==> src/rtl/audio_pkg.sv <==
// audio_pkg: speaker output mode encodings and a width helper shared by the audio front end
package audio_pkg;
  typedef enum logic [1:0] {
    MODE_MUTE     = 2'd0,
    MODE_PASSTHRU = 2'd1,
    MODE_TIMER    = 2'd2,
    MODE_REMOD    = 2'd3
  } mode_e;
  function automatic int clog2(input int v);
    int r;
    r = 0;
    while ((1 << r) < v) r++;
    return r;
  endfunction
endpackage

==> src/rtl/pcm_fifo.sv <==
// pcm_fifo: synchronous FIFO with a registered head (no fall-through); a full FIFO accepts push+pop.
module pcm_fifo
  import audio_pkg::*;
#(
  parameter int W = 8,
  parameter int DEPTH = 4
) (
  input  logic         clk,
  input  logic         rst_n,
  input  logic         i_push,
  input  logic         i_pop,
  input  logic [W-1:0] i_din,
  output logic [W-1:0] o_dout,
  output logic         o_full,
  output logic         o_empty
);
  localparam int AW = clog2(DEPTH);
  logic [W-1:0] r_mem [DEPTH];
  logic [AW:0] r_wr, r_rd;
  logic w_pop, w_push;
  assign o_empty = r_wr == r_rd;
  assign o_full = (r_wr[AW] != r_rd[AW]) && (r_wr[AW-1:0] == r_rd[AW-1:0]);
  assign w_pop = i_pop && !o_empty;
  assign w_push = i_push && (!o_full || w_pop);
  assign o_dout = r_mem[r_rd[AW-1:0]];
  always_ff @(posedge clk)
    if (!rst_n) begin
      r_wr <= '0;
      r_rd <= '0;
      for (int i = 0; i < DEPTH; i++) r_mem[i] <= '0;
    end else begin
      if (w_push) begin
        r_mem[r_wr[AW-1:0]] <= i_din;
        r_wr <= r_wr + 1'b1;
      end
      if (w_pop) r_rd <= r_rd + 1'b1;
    end
endmodule

==> src/rtl/pdm_audio_frontend.sv <==
// pdm_audio_frontend: PDM mic clock, input synchronizer, boxcar decimation into a PCM FIFO,
// and the registered speaker PWM mux (mute / passthrough / timer / re-modulated PCM).
module pdm_audio_frontend
  import audio_pkg::*;
#(
  parameter int SYNC_STAGES = 3,
  parameter int HALF_DIV = 17,
  parameter int DECIM = 64,
  parameter int FIFO_DEPTH = 4,
  localparam int PCM_W = clog2(DECIM + 1)
) (
  input  logic             clk_100MHz,
  input  logic             sysreset_n,
  input  logic             en,
  input  logic [1:0]       mode,
  input  logic             timer_pwm,
  input  logic             mic_data,
  output logic             mic_clk,
  output logic             mic_lrsel,
  output logic [PCM_W-1:0] pcm_data,
  output logic             pcm_valid,
  input  logic             pcm_ready,
  output logic             ovf,
  input  logic             ovf_clr,
  output logic             aud_pwm,
  output logic             aud_sd
);
  localparam int DW = clog2(HALF_DIV);
  localparam int BW = clog2(DECIM);
  logic [SYNC_STAGES-1:0] r_sync;
  logic [DW-1:0] r_div;
  logic [BW-1:0] r_bits, r_tick;
  logic [PCM_W-1:0] r_acc, r_last, r_held, w_sum;
  logic r_mic_clk, r_ovf, r_pwm, r_sd;
  logic w_bit, w_tc, w_strobe, w_push, w_pop, w_drop, w_full, w_empty, w_wrap, w_gen;
  assign w_bit = r_sync[SYNC_STAGES-1];
  assign w_tc = r_div == DW'(HALF_DIV - 1);
  assign w_strobe = en && w_tc && r_mic_clk;
  assign w_push = w_strobe && r_bits == BW'(DECIM - 1);
  assign w_sum = r_acc + PCM_W'(w_bit);
  assign w_pop = !w_empty && pcm_ready;
  assign w_drop = w_push && w_full && !w_pop;
  assign w_wrap = w_strobe && r_tick == BW'(DECIM - 1);
  assign w_gen = PCM_W'(r_tick) < r_held;
  assign mic_clk = r_mic_clk;
  assign mic_lrsel = 1'b1;
  assign pcm_valid = !w_empty;
  assign ovf = r_ovf;
  assign aud_pwm = r_pwm;
  assign aud_sd = r_sd;
  always_ff @(posedge clk_100MHz)
    if (!sysreset_n) begin
      r_sync <= '0;
      r_div <= '0;
      r_mic_clk <= 1'b0;
      r_bits <= '0;
      r_acc <= '0;
      r_tick <= '0;
      r_last <= '0;
      r_held <= '0;
      r_ovf <= 1'b0;
      r_pwm <= 1'b0;
      r_sd <= 1'b0;
    end else begin
      r_sync <= {r_sync[SYNC_STAGES-2:0], mic_data};
      r_pwm <= mode == MODE_PASSTHRU ? w_bit : mode == MODE_TIMER ? timer_pwm : mode == MODE_REMOD ? w_gen : 1'b0;
      r_sd <= mode != MODE_MUTE;
      r_ovf <= w_drop || (r_ovf && !ovf_clr);
      if (w_push) r_last <= w_sum;
      if (w_strobe) r_tick <= w_wrap ? '0 : r_tick + 1'b1;
      // a sample pushed on the wrapping strobe is the most recent one, so bypass r_last
      if (w_wrap) r_held <= w_push ? w_sum : r_last;
      if (!en) begin
        r_div <= '0;
        r_mic_clk <= 1'b0;
        r_acc <= '0;
        r_bits <= '0;
      end else begin
        r_div <= w_tc ? '0 : r_div + 1'b1;
        if (w_tc) r_mic_clk <= !r_mic_clk;
        if (w_strobe) begin
          r_acc <= w_push ? '0 : w_sum;
          r_bits <= w_push ? '0 : r_bits + 1'b1;
        end
      end
    end
  pcm_fifo #(.W(PCM_W), .DEPTH(FIFO_DEPTH)) u_fifo (
    .clk(clk_100MHz),
    .rst_n(sysreset_n),
    .i_push(w_push),
    .i_pop(w_pop),
    .i_din(w_sum),
    .o_dout(pcm_data),
    .o_full(w_full),
    .o_empty(w_empty)
  );
endmodule

==> config.mk <==
export PLATFORM = sky130hd
export DESIGN_NAME = pdm_audio_frontend
export DESIGN_NICKNAME = d
export VERILOG_FILES = /design/src/rtl/audio_pkg.sv /design/src/rtl/pcm_fifo.sv /design/src/rtl/pdm_audio_frontend.sv
export SDC_FILE = /design/constraint.sdc
export NUM_CORES = 1
export LEC_CHECK = 0
export BUFFER_PORTS_ARGS = -buffer_cell sky130_fd_sc_hd__buf_4
export CAP_MARGIN = 25
export CELL_PAD_IN_SITES_DETAIL_PLACEMENT = 0
export CELL_PAD_IN_SITES_GLOBAL_PLACEMENT = 1
export CORE_AREA = 5 5 116 118
export CTS_BUF_LIST = sky130_fd_sc_hd__clkbuf_4 sky130_fd_sc_hd__clkbuf_8 sky130_fd_sc_hd__clkbuf_16
export DETAILED_ROUTE_END_ITERATION = 10
export DIE_AREA = 0 0 121 123
export PLACE_DENSITY = 0.52
export SYNTH_ARGS = -nofsm -noshare
export SYNTH_HDL_FRONTEND = slang
export SYNTH_SLANG_ARGS = --single-unit
==> constraint.sdc <==
create_clock -name clk_100MHz -period 6.52 [get_ports clk_100MHz]
set_input_delay 0.326 -clock clk_100MHz [delete_from_list [all_inputs] [get_ports clk_100MHz]]
set_output_delay 0.326 -clock clk_100MHz [all_outputs]
set_load 0.05 [all_outputs]
== Yosys cells after proc, flatten, opt, wreduce, memory -nomap -nowiden ==
Memories as Yosys holds them, arrays and structs flattened. A register that Yosys moved wholly into a read port is not among the register bits.
Index checks and enable logic that the tools add are counted.
W data, S select, Z words.
Storage, ports and cells
  register bits after elaboration: 51
  bits in writable memories: 28
  input port bits: 9
  memories: 1
Memory list
  u_fifo.r_mem: words 4, width 7, rd ports 1, clocked after memory_dff 1, write ports 4, line pcm_fifo.sv:18  | logic [W-1:0] r_mem [DEPTH];
Operators by class
  add/subtract/negate cells: 6
  order comparisons: 1
  equal/unequal tests: 9
  multiplexer cells: 16
  bitwise gates (word level): 2
  reduce and logical (&&, ||, !) cells: 22
Operators with widths (count)
  $mux W7: 3
  $add A6 B1 Y6 const B: 2
  $eq A6 B6 Y1 const B: 2
  $mux W6: 2
  $logic_and A1 B1 Y1: 11
  $mux W1: 8
  $add A7 B1 Y7: 1
  $lt A6 B7 Y1: 1
  $reduce_or A7 Y1: 1
  $add A3 B1 Y3 const B: 2
  $mux W2: 3
  $add A5 B1 Y5 const B: 1
  $eq A5 B5 Y1 const B: 1
  $logic_not A1 Y1: 5
  $eq A2 B2 Y1 const B: 2
  $eq A3 B3 Y1: 1
  $reduce_or A3 Y1: 1
  $eq A2 B1 Y1 const B: 1
  $eq A2 B2 Y1: 1
  $logic_or A1 B1 Y1: 2
  $not A1 Y1: 2
  $reduce_and A2 Y1: 1
  $reduce_bool A2 Y1: 1
  $ne A1 B1 Y1: 1

== Depth between registers and ports, before layout ==
Gate-level depths: netlist of the first run.
  word-level depth: 11
  gate-level depth with buffers: 9

== Hierarchy ==
Synthesis of the first run repeated with hierarchy kept, for this count alone.
Second synthesis, totals
  cell total of the unflattened synthesis: 354
  area, all modules: 3783.6 µm²
Modules (own cells, without submodules)
  pdm_audio_frontend: instances 1, cells an instance 218, area each 2016.9 µm², sequential area each 900.9 µm²
  pcm_fifo: instances 1, cells an instance 136, area each 1766.7 µm², sequential area each 1001.0 µm²

== Worst setup path before layout of the first run ==
OpenSTA, ideal clock, no wires.
  path type: reg2reg
  start: register r_mic_clk, in the netlist mic_clk
  end: memory u_fifo.r_mem[2][0] (netlist name) (enable)
  arrival time: 2231 ps
  required time: 6197 ps
  path slack: 3966 ps
  cell stages (with the launch flop): 7
  path buffers: 1
  cell sequence: dfxtp_1 > nand2_1 > nor4_4 > nand3_4 > or3b_1 > buf_6 > nand2_1
RTL lines
  start: declaration: line pdm_audio_frontend.sv:34  | logic r_mic_clk, r_ovf, r_pwm, r_sd;
  start signal: assignment: line pdm_audio_frontend.sv:80  | if (w_tc) r_mic_clk <= !r_mic_clk;
  end: declaration: line pcm_fifo.sv:18

==> summary.txt, run 1 <==
Min path
  • Worst Hold End: r_sync[0]$_SDFF_PN0_
  • Hold wc startpoint: mic_data
  • Hold depth: 2
  • Hold crit path type: primary input to flip-flop

Die
  • Core Region: 12400 um2
  • Die height: 123 um
  • Core Rows: 41
  • Die X: 121 um
  • IO Pins: 22
  • Initial Util: 29.2%
  • Die ar.: 14900 um2

Power
  • NetSw: 0.226 mW
  • Leak: 1.42 nW
  • Reg power frac: 48.4%
  • Logic gate share of total power: 3.5%
  • Peak VDD IR: 136 uV
  • Power density over the cells: 263 nW/um2
  • Switching Share: 20.4%
  • Clock Power Share: 48.1%
  • Int Power: 0.883 mW
  • Post-layout power: 1.11 mW

Final layout
  • Util after Layout: 34.2%
  • Most common cell after layout, fill and taps aside: dfxtp_1
  • Antenna cells: 0
  • Area Overhead vs Synth: 17.1%
  • Layout cell share with drive strength beyond 1: 15.4%
  • Non-Filler Instances: 536
  • Commonest cells after routing, fill and taps aside: dfxtp_1, nor2_1, nand2_1
  • Final instance area: 4220 um2
  • # nets final: 381

Placed design
  • Final GP Congestion: 0.782
  • Port Buf Inserts: 20
  • Post-DP Area: 3910 um2
  • Placed insts: 520
  • Pre-CTS setup slack: 3.47 ns
  • Final HPWL DP: 5300 um

Timing
  • RSZ-0062 raised after global routing: false
  • Crit share post-route: 46.3%
  • Fin crit period: 3.02 ns
  • Slew HR: 42.3%
  • Final Hold Fails: 0
  • Total negative setup slack: 0 ns
  • Slew @ Worst Pin: 0.859 ns
  • F_max: 0.331 GHz
  • PnR worst setup slack: 3.50 ns
  • Worst hold slack: 0.201 ns
  • Setup Skew: 0.00648 ns
  • Setup Viol. Count Final: 0
  • Slew Limit Fails: 0

Worst setup path
  • Reg2reg path depth: 7
  • R2r endpoint: u_fifo.r_mem[2][2]$_SDFFCE_PN0P_
  • Required time worst endpoint: 6.53 ns
  • Crit path launch type: flip-flop
  • Worst path arrival time: 3.03 ns
  • Crit Reg-Reg Startpoint: r_div[0]$_SDFF_PP0_
  • Worst reg2reg setup slack: 3.50 ns
  • Worst setup EP type: flip-flop
  • Critical path type: flip-flop to flip-flop
  • CP Max Fanout: 15

Clock tree
  • H-tree levels: 3
  • Num CTS Buffers: 9
  • Worst skew pair latency: 0.33 ns
  • Worst-path clk slew: 0.06 ns
  • Cts-stage hold buffer count: 0
  • CTS tree: built
  • CTS Sinks: 81
  • Deepest clock path buffer count: 2
  • CTS resizes: 0
  • Post-CTS Setup Bufs: 0
  • Clk root buf: clkbuf_16

Routing
  • DRT antenna net count: 0
  • Via-to-Cell Ratio: 4.30
  • Iter 0 DRT Violations: 76
  • Post-Route WL: 7600 um
  • DRC: 0
  • Via count: 2305
  • WL/cell: 14.2 um
  • DRT Pass-1 Iters: 4

Synth
  • Ys flop type: dfxtp_1
  • Unique cell type count in the Yosys netlist: 46
  • Mean Syn Cell Area: 10.5 um2
  • Post-synth EDFFs: 28
  • Post-synthesis sequential area ratio: 52.7%
  • Syn nets: 364
  • Cells after Synth: 342
  • Number of synthesized register bits: 81
  • Syn. warnings: 0
  • Cell area after synthesis: 3610 um2
  • Ys async rst share: 0%

Run status
  • Status: finished clean

Global routing
  • Vias in the first global route: 2396
  • Pin count of the biggest net entering global routing: 43
  • First-pass GRT wire length: 12700 um
  • Initial antenna violation count: 0
  • Tot GR Track Use: 11.3%
  • GRT overflow: 0

Run
  • Max-cap viol count: 0
## synthesized netlist by cell type (all sizes together) (3+ instances only)
library cell,instances,area (um2)
dfxtp,53,1060
nor2,48,198
nand2,32,120
edfxtp,28,841
and2,14,87.6
ha,13,163
inv,13,48.8
nand3,13,77.6
a21oi,12,60.1
xor2,11,96.3
o21ai,10,50.1
xnor2,10,87.6
clkbuf,9,33.8
nor2b,8,50.1
mux4,7,158
buf,6,37.5
or3,5,31.3
nand4,4,25.0
nor3,4,20.0
nor3b,4,30.0
o22ai,4,25.0
a22oi,3,22.5
mux2i,3,30.0
nand3b,3,22.5
o21a,3,22.5
## logic make-up after synthesis
group / count (synthesis) / share of synthesized area [%]
compound gates: 41 / 6.97
xor+xnor: 21 / 5.10
fa+ha+maj: 13 / 4.51
buf+inv: 28 / 3.33
flops: 81 / 52.7
mux: 10 / 5.20
other cells: 1 / 0.104
simple gates: 147 / 22.1
## worst max-delay path, cell delays in order, from the launching register on
cell and delay [ns]:
dfxtp_1 0.33, inv_1 0.06, ha_1 0.20, nand4bb_4 0.15, nor4_4 0.80, nand3_4 0.23, or3b_1 0.60, nand2_1 0.31
## power by group through the flow
stage,combinational [mW],clock [mW],sequential (mW)
after global routing,0.0418,0.570,0.538
after CTS,0.0392,0.550,0.537
after global placement,0.0392,0,0.548
after floorplan,0.0244,0,0.547
final,0.0386,0.533,0.537
after detailed placement,0.0392,0,0.548
## cell type report
type	instances	area, um2
Clock buffer	10	233
Tap cell	172	215
Multi-Input combinational cell	233	1590
Sequential cell	81	1900
Clock inverter	6	82.6
Inverter	13	48.8
Timing Repair Buffer	21	158
Fill cell	1292	8140
## state kept, by name (all words and copies together) (netlist names), named ones only
name          cells
u_fifo.r_mem     28
r_acc             7
r_held            7
r_last            7
r_bits            6
r_tick            6
r_div             5
r_sync            3
u_fifo.r_rd       3
u_fifo.r_wr       3
aud_pwm           1
aud_sd            1
mic_clk           1
ovf               1
## metal layers
metal / global-route usage (%) / part of all wire [%]
met1: 14.3 / 49
met2: 18.2 / 46
met3: 2.97 / 2.7
met4: 4.89 / 1.9
met5: 0 / 0
## worst max path at each step
stage,startpoint,endpoint,slack [ns],cells after the start
floorplan,mic_clk$_SDFFE_PN0N_,u_fifo.r_mem[2][0]$_SDFFCE_PN0P_,3.97,6
global placement,r_div[0]$_SDFF_PP0_,u_fifo.r_mem[2][1]$_SDFFCE_PN0P_,3.55,7
detailed placement,r_div[0]$_SDFF_PP0_,u_fifo.r_mem[2][4]$_SDFFCE_PN0P_,3.47,7
CTS,r_div[0]$_SDFF_PP0_,u_fifo.r_mem[2][2]$_SDFFCE_PN0P_,3.47,7
global route,r_div[0]$_SDFF_PP0_,u_fifo.r_mem[2][2]$_SDFFCE_PN0P_,3.27,7
finish,r_div[0]$_SDFF_PP0_,u_fifo.r_mem[2][2]$_SDFFCE_PN0P_,3.50,7
No activity file was read; power rests on OpenSTA's default activity.
==> run 2: changes to the inputs <==
- PLACE_DENSITY: 0.52 -> 0.54
- clock period: 6.52 -> 2.6 ns (I/O delays scaled with it)
==> run 2 against run 1 <==
Count of clock-buffer cells in the layout up 1. Sequential power rose to 2.5 times the previous value. Total power up 150%. Register-to-register slack worse by 3.2 ns. Final area up 2.0%. Worst hold slack worse by 0.19 ns. Sequential share of layout area down 0.90 points. Wire length down 6.7%. Flip-flop and latch count unchanged. Clock power up 150%. First-iteration DRC count up 38%.
==> summary.txt, run 2 (synthesized netlist as in run 1, its figures left out) <==
Final layout
  • Commonest cells after routing, fill and taps aside: dfxtp_1, nor2_1, nand2_1, buf_4, edfxtp_1
  • Layout cell share with drive strength beyond 1: 17.9% (+2.5 points)
  • Antenna cells: 0 (unchanged)
  • Footprint of the multi-input gates: 1590 um2 (unchanged)
  • Util after Layout: 34.9% (+0.70 points)
  • Most common cell after layout, fill and taps aside: dfxtp_1
  • Max reg flops: 28 (unchanged)
  • Area Overhead vs Synth: 19.5%
  • # nets final: 392 (+2.9%)
  • Layout fillers: 1266 (-2.0%)
  • Reg with most FFs: u_fifo.r_mem
  • FF+latch area: 1900 um2 (unchanged)

Timing
  • Total negative setup slack: 0 ns (unchanged)
  • Setup Viol. Count Final: 0 (unchanged)
  • F_max: 0.438 GHz (+32%)
  • Fin crit period: 2.28 ns (-0.737 ns)
  • Worst hold slack: 0.0121 ns (-0.189 ns)
  • Slew Limit Fails: 0 (unchanged)
  • Slew @ Worst Pin: 0.661 ns (-0.198 ns)
  • Setup Skew: 0.00967 ns (+0.00319 ns)
  • RSZ-0062 raised after global routing: false
  • Crit share post-route: 87.8% (+41 points)
  • Final Hold Fails: 0 (unchanged)
  • Slew HR: 55.8% (+13 points)

Min path
  • Hold depth: 2 (unchanged)
  • Hold crit path type: primary input to flip-flop

Global routing
  • GRT overflow: 0 (unchanged)
  • Vias in the first global route: 2369 (-1.1%)
  • First-pass GRT wire length: 12100 um (-4.1%)
  • Initial antenna violation count: 0 (unchanged)
  • Pin count of the biggest net entering global routing: 42 (-2.3%)
  • Tot GR Track Use: 10.5% (-0.78 points)

Routing
  • Post-Route WL: 7090 um (-6.7%)
  • DRC: 0 (unchanged)
  • Iter 0 DRT Violations: 105 (+38%)
  • DRT antenna net count: 0 (unchanged)
  • Via count: 2383 (+3.4%)
  • WL/cell: 13.0 um (-8.6%)
  • Via-to-Cell Ratio: 4.36 (+1.3%)
  • DRT Pass-1 Iters: 4 (unchanged)

Worst setup path
  • CP Max Fanout: 10 (-5)
  • Worst setup EP type: flip-flop
  • Critical path type: flip-flop to flip-flop
  • Reg2reg path depth: 7 (unchanged)
  • Worst path arrival time: 2.29 ns (-0.74 ns)
  • Crit path launch type: flip-flop
  • Required time worst endpoint: 2.61 ns (-3.92 ns)

Placed design
  • Port Buf Inserts: 20 (unchanged)
  • Final GP Congestion: 0.746 (-4.5%)
  • Final HPWL DP: 5260 um (-0.74%)

Die
  • Initial Util: 29.2% (unchanged)
  • Die height: 123 um (unchanged)
  • Core Region: 12400 um2 (unchanged)
  • Die X: 121 um (unchanged)
  • IO Pins: 22 (unchanged)
  • Core Rows: 41 (unchanged)
  • Die ar.: 14900 um2 (unchanged)

Power
  • Switching Share: 20.7% (+0.32 points)
  • Int Power: 2.19 mW (+150%)
  • Logic gate share of total power: 3.5% (about the same)
  • Power density over the cells: 640 nW/um2 (+140%)
  • Peak VDD IR: 264 uV (+94%)
  • Clock Power Share: 47.7% (-0.4 points)
  • Post-layout power: 2.76 mW (+150%)
  • Reg power frac: 48.8% (+0.4 points)
  • Leak: 1.47 nW (+3.3%)
  • NetSw: 0.571 mW (+150%)

Clock tree
  • Cts-stage hold buffer count: 0 (unchanged)
  • Worst-path clk slew: 0.06 ns (about the same)
  • CTS Sinks: 81 (unchanged)
  • CTS resizes: 0 (unchanged)
  • Num CTS Buffers: 9 (unchanged)
  • Post-CTS Setup Bufs: 0 (unchanged)
  • Clk root buf: clkbuf_16
  • Deepest clock path buffer count: 2 (unchanged)
  • CTS tree: built
  • Worst skew pair latency: 0.33 ns (about the same)
  • H-tree levels: 3 (unchanged)

Run status
  • Status: finished clean

Run
  • Max-cap viol count: 0 (unchanged)
-- run 2: worst paths after layout --
path / start / to / slack, ns
min: mic_data / r_sync[0]$_SDFF_PN0_ / 0.01
max reg2reg: r_div[0]$_SDFF_PP0_ / u_fifo.r_mem[1][4]$_SDFFCE_PN0P_ / 0.32
min reg2reg: r_sync[1]$_SDFF_PN0_ / r_sync[2]$_SDFF_PN0_ / 0.43
max: r_div[0]$_SDFF_PP0_ / u_fifo.r_mem[1][4]$_SDFFCE_PN0P_ / 0.32
-- run 2: area by class of cell --
class | count | share of cell area [%]
multi-input combinational | 233 | 36.8
clock inverter | 5 | 1.42
sequential | 81 | 44.1
tap | 172 | 4.99
clock buffer | 11 | 5.98
inverter | 13 | 1.13
timing repair buffer | 32 | 5.57
-- run 2: worst max-delay path: stages (launching register included) --
cell and delay, ns:
dfxtp_1 0.33, inv_1 0.06, ha_1 0.20, nand4bb_4 0.15
nor4_4 0.38, nand3_4 0.18, or3b_1 0.40, nand2_1 0.25
-- run 2: per-layer routing --
metal,vias to the layer above,share of wire (%),GRT usage [%]
met5,-,0,0
met4,0,1.0,3.40
met3,9,3.7,2.97
met2,27,47,17.0
met1,1109,48,13.5
li1,1238,-,-
-- run 2: through the flow --
step	setup WS [ns]	cell area (um2)	cells
4_1_cts	0.276	4310	547
6_report	0.318	4310	547
3_3_place_gp	0.310	3990	531
2_1_floorplan	0.0460	3610	342
5_1_grt	0.139	4310	547
3_5_place_dp	0.284	3990	531
-- run 2: power by group through the flow --
| stage | Clock (mW) | Sequential (mW) | Combinational (mW) |
|---|---|---|---|
| after global placement | 0 | 1.37 | 0.0990 |
| after floorplan | 0 | 1.37 | 0.0612 |
| after CTS | 1.36 | 1.35 | 0.0995 |
| after global routing | 1.42 | 1.35 | 0.106 |
| after detailed placement | 0 | 1.37 | 0.0993 |
| final | 1.31 | 1.35 | 0.0969 |
==> run 3: changes to the inputs <==
- ABC_CLOCK_PERIOD_IN_PS: default -> 2600
- CORE_AREA: 5 5 116 118 -> 5 5 98 100
- DIE_AREA: 0 0 121 123 -> 0 0 103 105
- PLACE_DENSITY: 0.54 -> default
- PLACE_DENSITY_LB_ADDON: default -> 0.1
==> run 3 against run 2 <==
Sequential power about the same. Flip-flop and latch count unchanged. Total power down 11%. Critical endpoint is now u_fifo.r_mem[0][1]$_SDFFCE_PN0P_. Sequential share of layout area up 1.8 points. Critical path depth unchanged. Combinational power up 2.4%.
==> summary.txt, run 3 (synthesized netlist as in run 1, its figures left out) <==
Run status
  • Status: finished clean

Die
  • Die ar.: 10800 um2 (-27%)
  • Initial Util: 42.0% (+13 points)
  • Die X: 103 um (-15%)
  • Core Region: 8590 um2 (-30%)
  • Core Rows: 34 (-17%)
  • Die height: 105 um (-15%)
  • IO Pins: 22 (unchanged)

Routing
  • DRT antenna net count: 0 (unchanged)
  • DRC: 0 (unchanged)
  • Via count: 2390 (+0.29%)
  • Via-to-Cell Ratio: 4.96 (+14%)
  • DRT Pass-1 Iters: 4 (unchanged)
  • Post-Route WL: 7080 um (-0.11%)
  • Iter 0 DRT Violations: 66 (-37%)
  • WL/cell: 14.7 um (+13%)

Worst setup path
  • CP peak stage delay: 0.46 ns (+0.06 ns)
  • Worst setup EP type: flip-flop
  • Critical path type: flip-flop to flip-flop
  • CP bufs+invs: 1 (unchanged)
  • CP Max Fanout: 10 (unchanged)
  • Crit path launch type: flip-flop
  • Worst path slowest cell: or3_1
  • Required time worst endpoint: 2.62 ns (about the same)
  • CP Cell Sequence: inv_1 > ha_1 > nand4bb_4 > nor4_4 > nand3_4 > or3_1 > nand2_1
  • CP top delay family: simple AND/OR/NAND/NOR gates
  • Worst path arrival time: 2.41 ns (+0.12 ns)

Clock tree
  • Post-CTS Setup Bufs: 0 (unchanged)
  • Clk root buf: clkbuf_8
  • CTS tree: built
  • Num CTS Buffers: 9 (unchanged)
  • Worst skew pair latency: 0.34 ns (about the same)
  • CTS Sinks: 81 (unchanged)
  • Worst-path clk slew: 0.08 ns (+0.02 ns)
  • H-tree levels: 3 (unchanged)
  • Deepest clock path buffer count: 2 (unchanged)

Final layout
  • Final instance area: 4140 um2 (-3.9%)
  • Util after Layout: 48.2% (+13 points)
  • Antenna cells: 0 (unchanged)
  • Max reg flops: 28 (unchanged)
  • Layout cell share with drive strength beyond 1: 17.1% (-0.75 points)
  • Non-Filler Instances: 482 (-12%)
  • Layout fillers: 797 (-37%)
  • Area Overhead vs Synth: 14.8%
  • # nets final: 391 (-0.26%)
  • Most common cell after layout, fill and taps aside: dfxtp_1
  • Commonest cells after routing, fill and taps aside: dfxtp_1, nor2_1, nand2_1
  • Reg with most FFs: u_fifo.r_mem

Placed design
  • Final GP Congestion: 0.743 (-0.42%)
  • Port Buf Inserts: 20 (unchanged)
  • Post-DP Area: 3890 um2 (-2.6%)
  • Placed insts: 464 (-13%)
  • Final HPWL DP: 5060 um (-3.7%)
  • Pre-CTS setup slack: 0.164 ns (-0.119 ns)

Power
  • Int Power: 1.94 mW (-11%)
  • Switching Share: 21.2% (+0.44 points)
  • Logic gate share of total power: 4.0% (+0.5 points)
  • Post-layout power: 2.46 mW (-11%)
  • Reg power frac: 54.7% (+5.9 points)
  • Leak: 1.43 nW (-2.7%)
  • Power density over the cells: 593 nW/um2 (-7.3%)
  • NetSw: 0.520 mW (-9.0%)
  • Clock Power Share: 41.3% (-6.4 points)
  • Peak VDD IR: 259 uV (-2.0%)

Timing
  • PnR worst setup slack: 0.219 ns (-0.0992 ns)
  • Setup Viol. Count Final: 0 (unchanged)
  • Total negative setup slack: 0 ns (unchanged)
  • Slew Limit Fails: 0 (unchanged)
  • Worst hold slack: 0.0190 ns (+0.00685 ns)
  • Crit share post-route: 91.6% (+3.8 points)
  • RSZ-0062 raised after global routing: false
  • Fin crit period: 2.38 ns (+0.0992 ns)
  • Setup Skew: 0.00854 ns (-0.00113 ns)
  • F_max: 0.420 GHz (-4.2%)
  • Final Hold Fails: 0 (unchanged)
  • Slew HR: 52.5% (-3.3 points)
  • Slew @ Worst Pin: 0.711 ns (+0.0499 ns)

Global routing
  • First-pass GRT wire length: 12100 um (-0.12%)
  • GRT overflow: 0 (unchanged)
  • Vias in the first global route: 2436 (+2.8%)
  • Initial antenna violation count: 0 (unchanged)
  • Tot GR Track Use: 14.4% (+3.9 points)
  • Pin count of the biggest net entering global routing: 42 (unchanged)

Min path
  • Hold crit path type: primary input to flip-flop

Run
  • Max-cap viol count: 0 (unchanged)
-- run 3: changes by cell type in the layout (fill, tap and decap cells not counted), moves of 2 or more --
cell,change
buf_4,-3
clkbuf_16,-8
clkbuf_8,+9
dlygate4sd3_1,+2
-- run 3: worst paths after layout --
path / from / depth (start not counted) / slack [ns] / endpoint
worst max register to register: r_div[0]$_SDFF_PP0_ / 7 / 0.22 / u_fifo.r_mem[0][1]$_SDFFCE_PN0P_
worst min register to register: r_sync[0]$_SDFF_PN0_ / 1 / 0.44 / r_sync[1]$_SDFF_PN0_
worst max-delay path: r_div[0]$_SDFF_PP0_ / 7 / 0.22 / u_fifo.r_mem[0][1]$_SDFFCE_PN0P_
worst min-delay path: mode[0] / 2 / 0.02 / aud_sd$_SDFF_PN0_
-- run 3: power by group through the flow --
| stage | registers, mW | clock network, mW | logic [mW] |
|---|---|---|---|
| floorplan | 1.37 | 0 | 0.0612 |
| global placement | 1.37 | 0 | 0.0980 |
| detailed placement | 1.37 | 0 | 0.0983 |
| CTS | 1.35 | 1.04 | 0.101 |
| global route | 1.35 | 1.10 | 0.107 |
| finish | 1.34 | 1.01 | 0.0992 |
-- run 3: area by class of cell --
type,instances,area (um2),share of cell area [%]
inverter,13,48.8,1.18
sequential,81,1900,45.9
clock inverter,4,47.5,1.15
timing repair buffer,31,238,5.74
multi-input combinational,233,1590,38.3
tap,108,135,3.26
clock buffer,12,181,4.38
-- run 3: routing by layer --
layer | GRT usage (%) | part of all wire, %
met1 | 18.7 | 47
met2 | 23.6 | 49
met3 | 2.47 | 2.4
met4 | 5.55 | 1.5
met5 | 0 | 0
-- run 3: repair_timing --
action,in CTS,in global routing
setup endpoints to repair,0,7
gates resized for setup,0,1
hold buffers,2,0
hold endpoints to repair,2,0
